[config.mk]
export PLATFORM = sky130hd
export DESIGN_NAME = wrr_arb_burst_flat
export DESIGN_NICKNAME = d
export VERILOG_FILES = /design/src/rtl/wrr_arb_burst_if.sv /design/src/rtl/wrr_arb_burst.sv /design/src/flat_wrapper.sv
export SDC_FILE = /design/constraint.sdc
export NUM_CORES = 1
export LEC_CHECK = 0
export CORE_AREA = 2 2 141 143
export DETAILED_ROUTE_END_ITERATION = 10
export DIE_AREA = 0 0 143 145
export GPL_ROUTABILITY_DRIVEN = 0
export PLACE_DENSITY = 0.65
export RECOVER_POWER = 100
export SETUP_SLACK_MARGIN = 0.1
export SKIP_LAST_GASP = 1
export SLEW_MARGIN = 20
export SYNTH_ARGS = -nofsm -noshare
export SYNTH_HDL_FRONTEND = slang
export SYNTH_SLANG_ARGS = --single-unit
export TNS_END_PERCENT = 100
[constraint.sdc]
create_clock -name clk_i -period 10.3 [get_ports clk_i]
set_input_delay 3.09 -clock clk_i [delete_from_list [all_inputs] [get_ports clk_i]]
set_output_delay 3.09 -clock clk_i [all_outputs]
set_load 0.01 [all_outputs]
[src/rtl/wrr_arb_burst_if.sv]
// Request/grant bundle between the upstream requesters, the arbiter and the shared output port.
// Valid/ready: a beat moves on an edge where valid (req) and ready (gnt) are both high.
// Once a valid beat is withheld, its req, data and last stay stable until that beat moves.
interface wrr_arb_burst_if #(
  parameter int  NumIn    = 8,
  parameter int  IdxWidth = $clog2(NumIn),
  parameter type DataType = logic [31:0]
);
  logic [NumIn-1:0]    req_i;
  logic [NumIn-1:0]    last_i;
  DataType             data_i [NumIn];
  logic [NumIn-1:0]    gnt_o;
  logic                req_o;
  logic                gnt_i;
  DataType             data_o;
  logic                last_o;
  logic [IdxWidth-1:0] idx_o;
  logic                locked_o;

  modport slave (
    input  req_i, last_i, data_i, gnt_i,
    output gnt_o, req_o, data_o, last_o, idx_o, locked_o
  );

  modport master (
    output req_i, last_i, data_i, gnt_i,
    input  gnt_o, req_o, data_o, last_o, idx_o, locked_o
  );
endinterface

[src/rtl/wrr_arb_burst.sv]
// Weighted round-robin arbiter with burst lock-in: a winner holds the output until its last beat,
// and an input keeps top priority for up to weight consecutive bursts.
module wrr_arb_burst #(
  parameter int  NumIn       = 8,
  parameter int  DataWidth   = 32,
  parameter type DataType    = logic [DataWidth-1:0],
  parameter int  WeightWidth = 4,
  parameter int  IdxWidth    = $clog2(NumIn)
) (
  input  logic                              clk_i,
  input  logic                              rst_ni,
  input  logic                              flush_i,
  input  logic [NumIn-1:0][WeightWidth-1:0] weight_i,
  wrr_arb_burst_if.slave                    bus,
  output logic [1:0]                        dbg_lock_o,
  output logic [IdxWidth-1:0]               dbg_ptr_o,
  output logic [WeightWidth-1:0]            dbg_credit_o
);

  // Bit 1 is the mid-burst lock, bit 0 the stall lock; both can be set at once.
  typedef enum logic [1:0] {
    LK_NONE  = 2'b00,
    LK_STALL = 2'b01,
    LK_BURST = 2'b10,
    LK_BOTH  = 2'b11
  } lock_e;

  lock_e                  lock_q, lock_d;
  logic [IdxWidth-1:0]    ptr_q, ptr_d, owner_q, owner_d;
  logic [WeightWidth-1:0] credit_q, credit_d;
  logic [IdxWidth-1:0]    rr_sel, sel, cand;
  logic [WeightWidth-1:0] w_sel, ec, rem;
  logic                   locked, out_req, xfer, out_last, rr_found;
  DataType                data_sel;
  int                     j;

  assign locked = (lock_q != LK_NONE);

  // Circular scan starting at ptr_q; falls back to ptr_q when nobody requests.
  always_comb begin
    rr_sel   = ptr_q;
    rr_found = 1'b0;
    j        = 0;
    cand     = '0;
    for (int k = 0; k < NumIn; k++) begin
      j = int'(ptr_q) + k;
      if (j >= NumIn) j = j - NumIn;
      cand = IdxWidth'(j);
      if (!rr_found && bus.req_i[cand]) begin
        rr_sel   = cand;
        rr_found = 1'b1;
      end
    end
  end

  assign sel      = locked ? owner_q : rr_sel;
  assign out_req  = locked ? bus.req_i[owner_q] : |bus.req_i;
  assign xfer     = out_req & bus.gnt_i;
  assign out_last = bus.last_i[sel];
  assign data_sel = bus.data_i[sel];

  always_comb begin
    bus.gnt_o      = '0;
    bus.gnt_o[sel] = xfer;
  end

  assign bus.req_o    = out_req;
  assign bus.data_o   = data_sel;
  assign bus.last_o   = out_last;
  assign bus.idx_o    = sel;
  assign bus.locked_o = locked;

  // A stored credit only applies while the pointer still sits on the winner; otherwise load fresh.
  assign w_sel = (weight_i[sel] == '0) ? WeightWidth'(1) : weight_i[sel];
  assign ec    = (sel == ptr_q && credit_q != '0) ? credit_q : w_sel;
  assign rem   = ec - WeightWidth'(1);

  always_comb begin
    lock_d   = lock_q;
    ptr_d    = ptr_q;
    owner_d  = owner_q;
    credit_d = credit_q;
    if (out_req && !bus.gnt_i) begin
      lock_d  = (lock_q inside {LK_BURST, LK_BOTH}) ? LK_BOTH : LK_STALL;
      owner_d = sel;
    end else if (xfer && !out_last) begin
      lock_d  = LK_BURST;
      owner_d = sel;
    end else if (xfer) begin
      lock_d = LK_NONE;
      if (rem == '0) begin
        ptr_d    = (sel == IdxWidth'(NumIn - 1)) ? '0 : sel + IdxWidth'(1);
        credit_d = '0;
      end else begin
        ptr_d    = sel;
        credit_d = rem;
      end
    end
  end

  always_ff @(posedge clk_i or negedge rst_ni) begin
    if (!rst_ni) begin
      lock_q   <= LK_NONE;
      ptr_q    <= '0;
      owner_q  <= '0;
      credit_q <= '0;
    end else if (flush_i) begin
      lock_q   <= LK_NONE;
      ptr_q    <= '0;
      owner_q  <= '0;
      credit_q <= '0;
    end else begin
      lock_q   <= lock_d;
      ptr_q    <= ptr_d;
      owner_q  <= owner_d;
      credit_q <= credit_d;
    end
  end

  assign dbg_lock_o   = lock_q;
  assign dbg_ptr_o    = ptr_q;
  assign dbg_credit_o = credit_q;

endmodule
[src/flat_wrapper.sv]
// flat-port wrapper written by rule: the top's interface ports become plain ports
module wrr_arb_burst_flat 
#(
  parameter int  NumIn       = 8,
  parameter int  DataWidth   = 32,
  parameter type DataType    = logic [DataWidth-1:0],
  parameter int  WeightWidth = 4,
  parameter int  IdxWidth    = $clog2(NumIn)
)
  (clk_i, rst_ni, flush_i, weight_i, dbg_lock_o, dbg_ptr_o, dbg_credit_o, bus_req_i, bus_last_i, bus_data_i, bus_gnt_i, bus_gnt_o, bus_req_o, bus_data_o, bus_last_o, bus_idx_o, bus_locked_o);
  wrr_arb_burst_if #(.NumIn(NumIn), .IdxWidth(IdxWidth), .DataType(DataType)) bus_i ();
  input  logic clk_i;
  input  logic rst_ni;
  input  logic flush_i;
  input  logic [NumIn-1:0][WeightWidth-1:0] weight_i;
  output logic [1:0] dbg_lock_o;
  output logic [IdxWidth-1:0] dbg_ptr_o;
  output logic [WeightWidth-1:0] dbg_credit_o;
  input wire logic [$bits(bus_i.req_i)-1:0] bus_req_i;
  input wire logic [$bits(bus_i.last_i)-1:0] bus_last_i;
  input wire logic [$bits(bus_i.data_i)-1:0] bus_data_i;
  input wire logic [$bits(bus_i.gnt_i)-1:0] bus_gnt_i;
  output wire logic [$bits(bus_i.gnt_o)-1:0] bus_gnt_o;
  output wire logic [$bits(bus_i.req_o)-1:0] bus_req_o;
  output wire logic [$bits(bus_i.data_o)-1:0] bus_data_o;
  output wire logic [$bits(bus_i.last_o)-1:0] bus_last_o;
  output wire logic [$bits(bus_i.idx_o)-1:0] bus_idx_o;
  output wire logic [$bits(bus_i.locked_o)-1:0] bus_locked_o;
  assign bus_i.req_i = bus_req_i;
  assign bus_i.last_i = bus_last_i;
  assign bus_i.data_i = {>>{bus_data_i}};
  assign bus_i.gnt_i = bus_gnt_i;
  assign bus_gnt_o = bus_i.gnt_o;
  assign bus_req_o = bus_i.req_o;
  assign bus_data_o = bus_i.data_o;
  assign bus_last_o = bus_i.last_o;
  assign bus_idx_o = bus_i.idx_o;
  assign bus_locked_o = bus_i.locked_o;
  wrr_arb_burst #(.NumIn(NumIn), .DataWidth(DataWidth), .DataType(DataType), .WeightWidth(WeightWidth), .IdxWidth(IdxWidth)) u_core (.clk_i(clk_i), .rst_ni(rst_ni), .flush_i(flush_i), .weight_i(weight_i), .bus(bus_i), .dbg_lock_o(dbg_lock_o), .dbg_ptr_o(dbg_ptr_o), .dbg_credit_o(dbg_credit_o));
endmodule
==> run metrics, run 1 <==
violated checks=max-capacitance violations, max-slew violations; synth top area cells=nand2_1 21%, nand3_1 8.2%, dfrtp_1 5.8%; ys flop type=dfrtp_1; largest net degree at the start of global routing=75; WHS=522.2 ps; Post-synth EDFFs=0; CP Launch Point=bus_req_i[1]; Hold/Removal Path Class=flop to flop; FFs w/ async S/R, synth=100.0%; Synth cell types=77; final hold violations=0; DRT met1 WL=11.39 mm; routed vias/inst=5.349; Slew Viols, Final=37; relative slew slack=-23.58%; flops & latches, synth=12; Clock Sinks=12; vias=7783; first-pass iteration count of the detailed router=6; crit path capture=bus_data_o[11]; crit end category=primary output; initial antenna violation count=4; period utilization=96.30%; Slew @ Worst Pin=1854 ps; Chip Width=143 um; DRC violations left=0; RR Startpoint=u_core.dbg_ptr_o[0]; global-route wire length before repair=42.81 mm; Detailed Route Iter0 Violations=472; clock period minus worst slack=9918 ps; CP max FO=14; setup TNS=0 ps; clock slew at reported path FFs=40 ps; critical path class=input pin to primary output; Sequential Area=300.3 um2; total placed instance area=9303 um2; clk buf depth=2; fillers=1907; row count=51; share of cells above drive strength 1=11.88%; net count after synthesis=1156; RSZ-0062 raised after global routing=no; Post-Syn Instances=842; H-tree depth=1; Initial Util=26.94%; DR WL/cell=19.68 um; Post-Syn Area per Cell=6.145 um2; Antenna Violating Nets Remaining=0; I/O Buffers=362; post-synth top area share=21.11%; Num CTS Buffers=3; Synthesis Warnings=0; post-synthesis sequential area ratio=5.804%; Worst EP required=7210 ps; Area Growth Syn to Fin=83.87%; outcome=finished, violations left; Post-synth top cells=291 x nand2_1, 85 x nand3_1, 60 x clkbuf_1; routed wl met2=14.35 mm; met3 wire len=2.419 mm; Total GRT Usage=26.24%; CP Launch Type=input pin; DRT Wirelength=28.63 mm; Setup violations, final=0; most common cell in the netlist=nand2_1; vias in the first global route=7395; IO Count=363; Max Cap Viol=1; Placed Instances=1444; Worst EP arrival=6830 ps; total core area=19210 um2; Net count, final=1502; worst skew pair latency=240 ps; Yosys top cell by area=nand2_1; r2r setup slk=2970 ps; area of the mapped netlist=5174 um2; Post-Layout Cell Count=1455; Overflow after GRT=0; CTS tree=done; worst r2r dst=u_core.dbg_ptr_o[0]; Reg2Reg Depth=23; Detailed Place HPWL=23.04 mm; cell area after layout=9513 um2; Hold Crit Depth=1; Fmax=100.8 MHz; area of the multi-input gates=4522 um2; clk_skew=1.782 ps; Die ar.=20740 um2; Die Y=145 um; Max Used Layer=met5; Root Buffer=clkbuf_16
critical path, cell delays in order:
cell,delay (ps)
dlymetal6s2s_1,210
mux2i_1,360
nor3_1,120
a311o_1,340
and3_1,230
buf_4,180
a31o_1,200
a211o_4,410
inv_6,180
buf_4,180
nand2_1,50
and3_1,160
a311oi_1,410
a31o_2,170
clkdlybuf4s50_1,540
layout by cell type (no fill, tap or decap), types with 7 or more instances in the layout:
| cell | instances |
|---|---|
| mux4_2 | 10 |
| o22ai_1 | 8 |
| inv_1 | 11 |
| a31o_2 | 33 |
| nand2b_1 | 7 |
| and3_1 | 37 |
| buf_4 | 39 |
| clkdlybuf4s50_1 | 318 |
| mux2i_1 | 24 |
| nor2_1 | 37 |
| nand2_1 | 291 |
| a21oi_1 | 12 |
| nand3_1 | 84 |
| o21ai_0 | 15 |
| dfrtp_1 | 12 |
| nor3_1 | 14 |
| a221o_1 | 7 |
| a311oi_1 | 32 |
| mux2_2 | 9 |
| buf_12 | 8 |
| dlygate4sd3_1 | 36 |
flip-flops by register name, summed over array words and instances, names as in the netlist:
| register | cells |
|---|---|
| u_core.dbg_credit_o | 4 |
| u_core.dbg_lock_o | 2 |
| u_core.dbg_ptr_o | 3 |
| u_core.owner_q | 3 |
per-layer routing:
metal	GRT usage [%]	vias up
met1	34.01	3621
met5	0	-
met4	3.812	2
li1	-	3766
met3	5.743	32
met2	45.24	362
worst min path at each step:
| stage | endpoint | from |
|---|---|---|
| after global placement | u_core.owner_q[2] | u_core.owner_q[2] |
| after detailed placement | u_core.owner_q[2] | u_core.owner_q[2] |
| after floorplan | u_core.owner_q[2] | u_core.owner_q[2] |
| final | u_core.dbg_lock_o[1] | u_core.dbg_lock_o[1] |
| after CTS | u_core.owner_q[2] | u_core.owner_q[2] |
| after global routing | u_core.dbg_lock_o[1] | u_core.dbg_lock_o[1] |
logic make-up (layout without fill, tap and decap cells):
logic type | Yosys count | count (layout) | share of synthesized area, %
fa+ha+maj | 6 | 6 | 1.451
buf+inv | 93 | 438 | 8.078
xor+xnor | 4 | 4 | 0.8224
compound gates | 168 | 168 | 26.43
mux | 56 | 56 | 14.37
simple gates | 503 | 503 | 43.05
other cells | 0 | 3 | 0
flops | 12 | 12 | 5.804
per-stage QoR:
| stage | setup WS [ps] | utilization (%) |
|---|---|---|
| global placement | 101.5 | 48.43 |
| detailed placement | 72.24 | 48.43 |
| floorplan | 1004 | - |
| global route | 162.1 | 49.51 |
| CTS | 64.41 | 49.01 |
| finish | 381.5 | 49.53 |
layout make-up:
class | instances | share of cell area, %
antenna | 3 | 0.07892
clock buffer | 4 | 0.9338
inverter | 16 | 0.7102
multi-input combinational | 737 | 47.53
sequential | 12 | 3.157
tap | 265 | 3.485
timing repair buffer | 418 | 44.10
repair_timing:
action,4_1_cts,5_1_grt
buffers inserted,1,1
cloned,0,2
hold buffers,0,0
resized for setup,3,21
endpoints found under the setup margin,14,40
pin swaps,0,0
Power of run 1 is left out: the tool's default activity adds up to more than one toggle a clock period on the data nets, which glitch-free logic cannot reach.
==> run 2: changes to the inputs <==
--- a/config.mk
+++ b/config.mk
@@ -12,6 +12,7 @@
 export PLACE_DENSITY = 0.65
 export RECOVER_POWER = 100
 export SETUP_SLACK_MARGIN = 0.1
+export SKIP_CTS_REPAIR_TIMING = 1
 export SKIP_LAST_GASP = 1
 export SLEW_MARGIN = 20
 export SYNTH_ARGS = -nofsm -noshare
==> run 2 against run 1 <==
The run still ends with max-capacitance violations, max-slew violations left. Core utilization is 0.16 points higher. Sequential share of layout area hardly changed. Global-route usage hardly changed. Design area is 0.32% higher. Register-to-register slack worse by 50 ps. Clock-buffer cell count stayed put. Critical path depth stayed put. Clock skew hardly changed.
==> run metrics, run 2 (same netlist as run 1, synthesis figures left out) <==
Setup violations, final=0; critical path's slowest cell=dlygate4sd3_1; Detailed Place HPWL=23.04 mm; worst r2r dst=u_core.dbg_ptr_o[0]; violated checks=max-capacitance violations, max-slew violations; H-tree depth=1; max reg flops=4; largest net degree at the start of global routing=75; Overflow after GRT=0; row count=51; I/O Buffers=362; DRC violations left=0; RSZ-0062 raised after global routing=no; Hold Crit Depth=1; CP Launch Type=input pin; most common cell after layout, fill and taps aside=clkdlybuf4s50_1; Worst EP required=7210 ps; DR WL/cell=19.66 um; routed vias/inst=5.357; Worst EP arrival=6890 ps; DRT Wirelength=28.60 mm; Clock Sinks=12; setup TNS=0 ps; clock period minus worst slack=9977 ps; CTS tree=done; Reg2Reg Depth=23; vias in the first global route=7383; area of the multi-input gates=4543 um2; Net count, final=1502; HP Start=u_core.dbg_lock_o[1]; CP max FO=14; share of cells above drive strength 1=12.13%; Total GRT Usage=26.23%; critical path class=input pin to primary output; IO Count=363; first-pass iteration count of the detailed router=5; Sequential Area=300.3 um2; r2r setup slk=2920 ps; fillers=1906; crit end category=primary output; Num CTS Buffers=3; clk_skew=1.895 ps; vias=7795; Chip Width=143 um; initial antenna violation count=4; Antenna Violating Nets Remaining=0; relative slew slack=-25.67%; Die ar.=20740 um2; clock slew at reported path FFs=40 ps; Slew @ Worst Pin=1885 ps; final hold violations=0; most frequent cells in the layout=310 x clkdlybuf4s50_1, 291 x nand2_1, 84 x nand3_1, 44 x dlygate4sd3_1, 39 x buf_4; Area Growth Syn to Fin=84.45%; RR Startpoint=u_core.dbg_ptr_o[0]; Max Cap Viol=1; global-route wire length before repair=42.78 mm; Initial Util=26.94%; Root Buffer=clkbuf_16; Die Y=145 um; period utilization=96.86%; outcome=finished, violations left; end of the worst hold path=u_core.dbg_lock_o[1]; Slew Viols, Final=37; crit-path cells=dlymetal6s2s_1 -> mux2i_1 -> nor3_1 -> a311o_1 -> and3_1 -> buf_4 -> a31o_1 -> a211o_4 -> inv_8 -> buf_4 -> nand2_1 -> and3_1 -> a311oi_1 -> a31o_2 -> dlygate4sd3_1; Hold/Removal Path Class=flop to flop; Detailed Route Iter0 Violations=444; Crit path largest cell delay=610 ps; clk buf depth=2; Fmax=100.2 MHz; worst skew pair latency=240 ps; total core area=19210 um2
==> run 2: per-stage QoR <==
| step | utilization (%) | setup slack (ps) | instance area (um2) | cells | hold WS (ps) |
|---|---|---|---|---|---|
| 3_5_place_dp | 48.43 | 72.24 | 9303 | 1444 | 515.8 |
| 6_report | 49.68 | 323.2 | 9543 | 1455 | 522.6 |
| 4_1_cts | 48.90 | 52.55 | 9392 | 1448 | 526.9 |
| 2_1_floorplan | - | 1004 | 5174 | 842 | 489.6 |
| 3_3_place_gp | 48.43 | 101.5 | 9303 | 1444 | 510.0 |
| 5_1_grt | 49.67 | 145.6 | 9540 | 1454 | 559.5 |
==> run 2: area by class of cell <==
type,count,share of cell area (%)
sequential,12,3.147
timing repair buffer,418,44.03
antenna,3,0.07867
inverter,16,0.7342
multi-input combinational,737,47.61
clock buffer,4,0.9309
tap,265,3.474
==> run 2: per-layer routing <==
layer	track usage [%]	up-vias	routed length [um]
met3	5.842	33	2467
met4	3.812	2	478
met5	0	-	13
li1	-	3772	-
met2	45.26	363	14270
met1	33.88	3625	11370
==> run 2: worst max path at each step <==
| stage | from | endpoint | depth (start not counted) |
|---|---|---|---|
| after floorplan | bus_req_i[0] | bus_data_o[14] | 13 |
| after global placement | bus_req_i[5] | bus_data_o[0] | 15 |
| after detailed placement | bus_req_i[5] | bus_data_o[6] | 14 |
| after CTS | bus_req_i[5] | bus_data_o[11] | 14 |
| after global routing | bus_req_i[3] | bus_data_o[29] | 15 |
| final | bus_req_i[1] | bus_data_o[11] | 15 |
==> run 2: worst max-delay path, delay by kind of cell <==
kind,cells,cell delay [ps]
AOI/OAI and AO/OA,5,1540
buffers and inverters,5,1310
muxes,1,350
and+or+nand+nor,4,580
Power of run 2 is left out for the same reason.
==> run 3: changes to the inputs <==
--- a/config.mk
+++ b/config.mk
@@ -5,11 +5,13 @@
 export SDC_FILE = /design/constraint.sdc
 export NUM_CORES = 1
 export LEC_CHECK = 0
-export CORE_AREA = 2 2 141 143
+export CORE_ASPECT_RATIO = 0.5
+export CORE_MARGIN = 1
+export CORE_UTILIZATION = 33
 export DETAILED_ROUTE_END_ITERATION = 10
-export DIE_AREA = 0 0 143 145
 export GPL_ROUTABILITY_DRIVEN = 0
-export PLACE_DENSITY = 0.65
+export MAX_ROUTING_LAYER = met4
+export PLACE_DENSITY = 0.8
 export RECOVER_POWER = 100
 export SETUP_SLACK_MARGIN = 0.1
 export SKIP_CTS_REPAIR_TIMING = 1
==> constraint.sdc (replaced) <==
create_clock -name clk_i -period 8.95 [get_ports clk_i]
set_input_delay 2.685 -clock clk_i [delete_from_list [all_inputs] [get_ports clk_i]]
set_output_delay 2.685 -clock clk_i [all_outputs]
set_load 0.01 [all_outputs]
==> run 3 against run 2 <==
Non-clock buffer count rose by 56. Sequential share of layout area fell by 0.22 points. Hold slack got worse by 6.1 ps. Global-route usage rose by 6.1 points. Sequential cell count did not move. Setup slack got worse by 220 ps. Via count rose by 9.0%. Routed wire length rose by 1.6%. Die area fell by 22%. Clock-buffer cell count did not move. The flow now finishes without violations. Final cell count fell by 0.89%. Register-to-register slack got worse by 1500 ps.
==> run metrics, run 3 (same netlist as run 1, synthesis figures left out) <==
outcome=finished clean; vias=8496; Num CTS Buffers=3; Net count, final=1559; relative slew slack=13.99%; row count=31; IO Count=363; r2r setup slk=1420 ps; Setup WS pre-CTS=-337.0 ps; Hold/Removal Path Class=flop to flop; HP Start=u_core.owner_q[2]; Setup violations, final=0; Detailed Route Iter0 Violations=1048; final hold violations=0; Die ar.=16210 um2; Initial Util=34.74%; clock slew at reported path FFs=40 ps; DR WL/cell=20.16 um; Die Y=90.54 um; Root Buffer=clkbuf_16; largest net degree at the start of global routing=48; initial antenna violation count=0; total core area=14890 um2; Detailed Place HPWL=21.54 mm; Slew Viols, Final=0; Total GRT Usage=32.29%; share of cells above drive strength 1=19.21%; CTS tree=done; first-pass iteration count of the detailed router=6; Antenna Cells=0; post-route setup slack=99.94 ps; max reg flops=4; Overflow after GRT=0; RSZ-0062 raised after global routing=yes; period utilization=98.88%; worst skew pair latency=240 ps; Max Cap Viol=0; CP max FO=10; vias in the first global route=7661; Fmax=113.0 MHz; H-tree depth=1; Antenna Violating Nets Remaining=0; critical path class=input pin to primary output; Worst EP required=6270 ps; DRT Wirelength=29.06 mm; Clock Sinks=12; Slew @ Worst Pin=1290 ps; CP Launch Type=input pin; CP Launch Point=bus_req_i[7]; I/O Buffers=362; fillers=1222; most frequent cells in the layout=320 x clkdlybuf4s50_1, 291 x nand2_1, 88 x buf_4, 84 x nand3_1, 36 x and3_1; Area Growth Syn to Fin=98.11%; clk_skew=1.060 ps; Worst EP arrival=6170 ps; most common cell after layout, fill and taps aside=clkdlybuf4s50_1; clock period minus worst slack=8850 ps; DRC violations left=0; clk buf depth=2; Chip Width=179.1 um; global-route wire length before repair=40.45 mm; RR Startpoint=u_core.dbg_ptr_o[1]; routed vias/inst=5.892; crit end category=primary output
[run 3: layout make-up]
| type | instances | area (um2) | area share, % |
|---|---|---|---|
| multi-input combinational | 738 | 4750 | 46.34 |
| tap | 198 | 247.7 | 2.417 |
| inverter | 16 | 65.06 | 0.6348 |
| clock buffer | 4 | 88.84 | 0.8667 |
| timing repair buffer | 474 | 4798 | 46.81 |
| sequential | 12 | 300.3 | 2.930 |
[run 3: layer usage]
layer / vias to the layer above / GRT usage, % / part of all wire (%)
met5: - / - / 0
met1: 3966 / 40.81 / 39
met4: 0 / 8.686 / 3.4
met2: 543 / 52.12 / 47
li1: 3890 / - / -
met3: 97 / 6.313 / 9.8
[run 3: final timing paths]
path                                  endpoint  depth (start not counted)
max                             bus_data_o[28]                         17
min                          u_core.owner_q[2]                          2
max reg2reg                u_core.dbg_ptr_o[2]                         26
min reg2reg                  u_core.owner_q[2]                          2
max in group asynchronous  u_core.dbg_ptr_o[0]                          1
min in group asynchronous  u_core.dbg_ptr_o[2]                          1
[run 3: stage by stage]
stage	std cells	instance area (um2)	util [%]	TNS [ps]	hold slack [ps]
global placement	1414	9497	63.76	-7416	507.9
CTS	1418	9585	64.36	-11960	523.2
finish	1442	10250	68.82	0	516.4
detailed placement	1414	9497	63.76	-10210	513.5
floorplan	842	5174	-	0	489.6
global route	1442	10250	68.82	-33.32	546.6
[run 3: critical path, stage by stage]
cell	delay, ps
dlymetal6s2s_1	160
buf_4	160
mux4_2	500
mux2i_2	210
nand4_2	210
buf_4	190
buf_4	120
buf_4	130
a211oi_2	270
o22ai_2	140
buf_4	160
o31ai_4	80
buf_12	190
clkbuf_16	180
a311oi_1	50
a31o_2	230
clkdlybuf4s50_1	480
Power of run 3 is left out for the same reason.
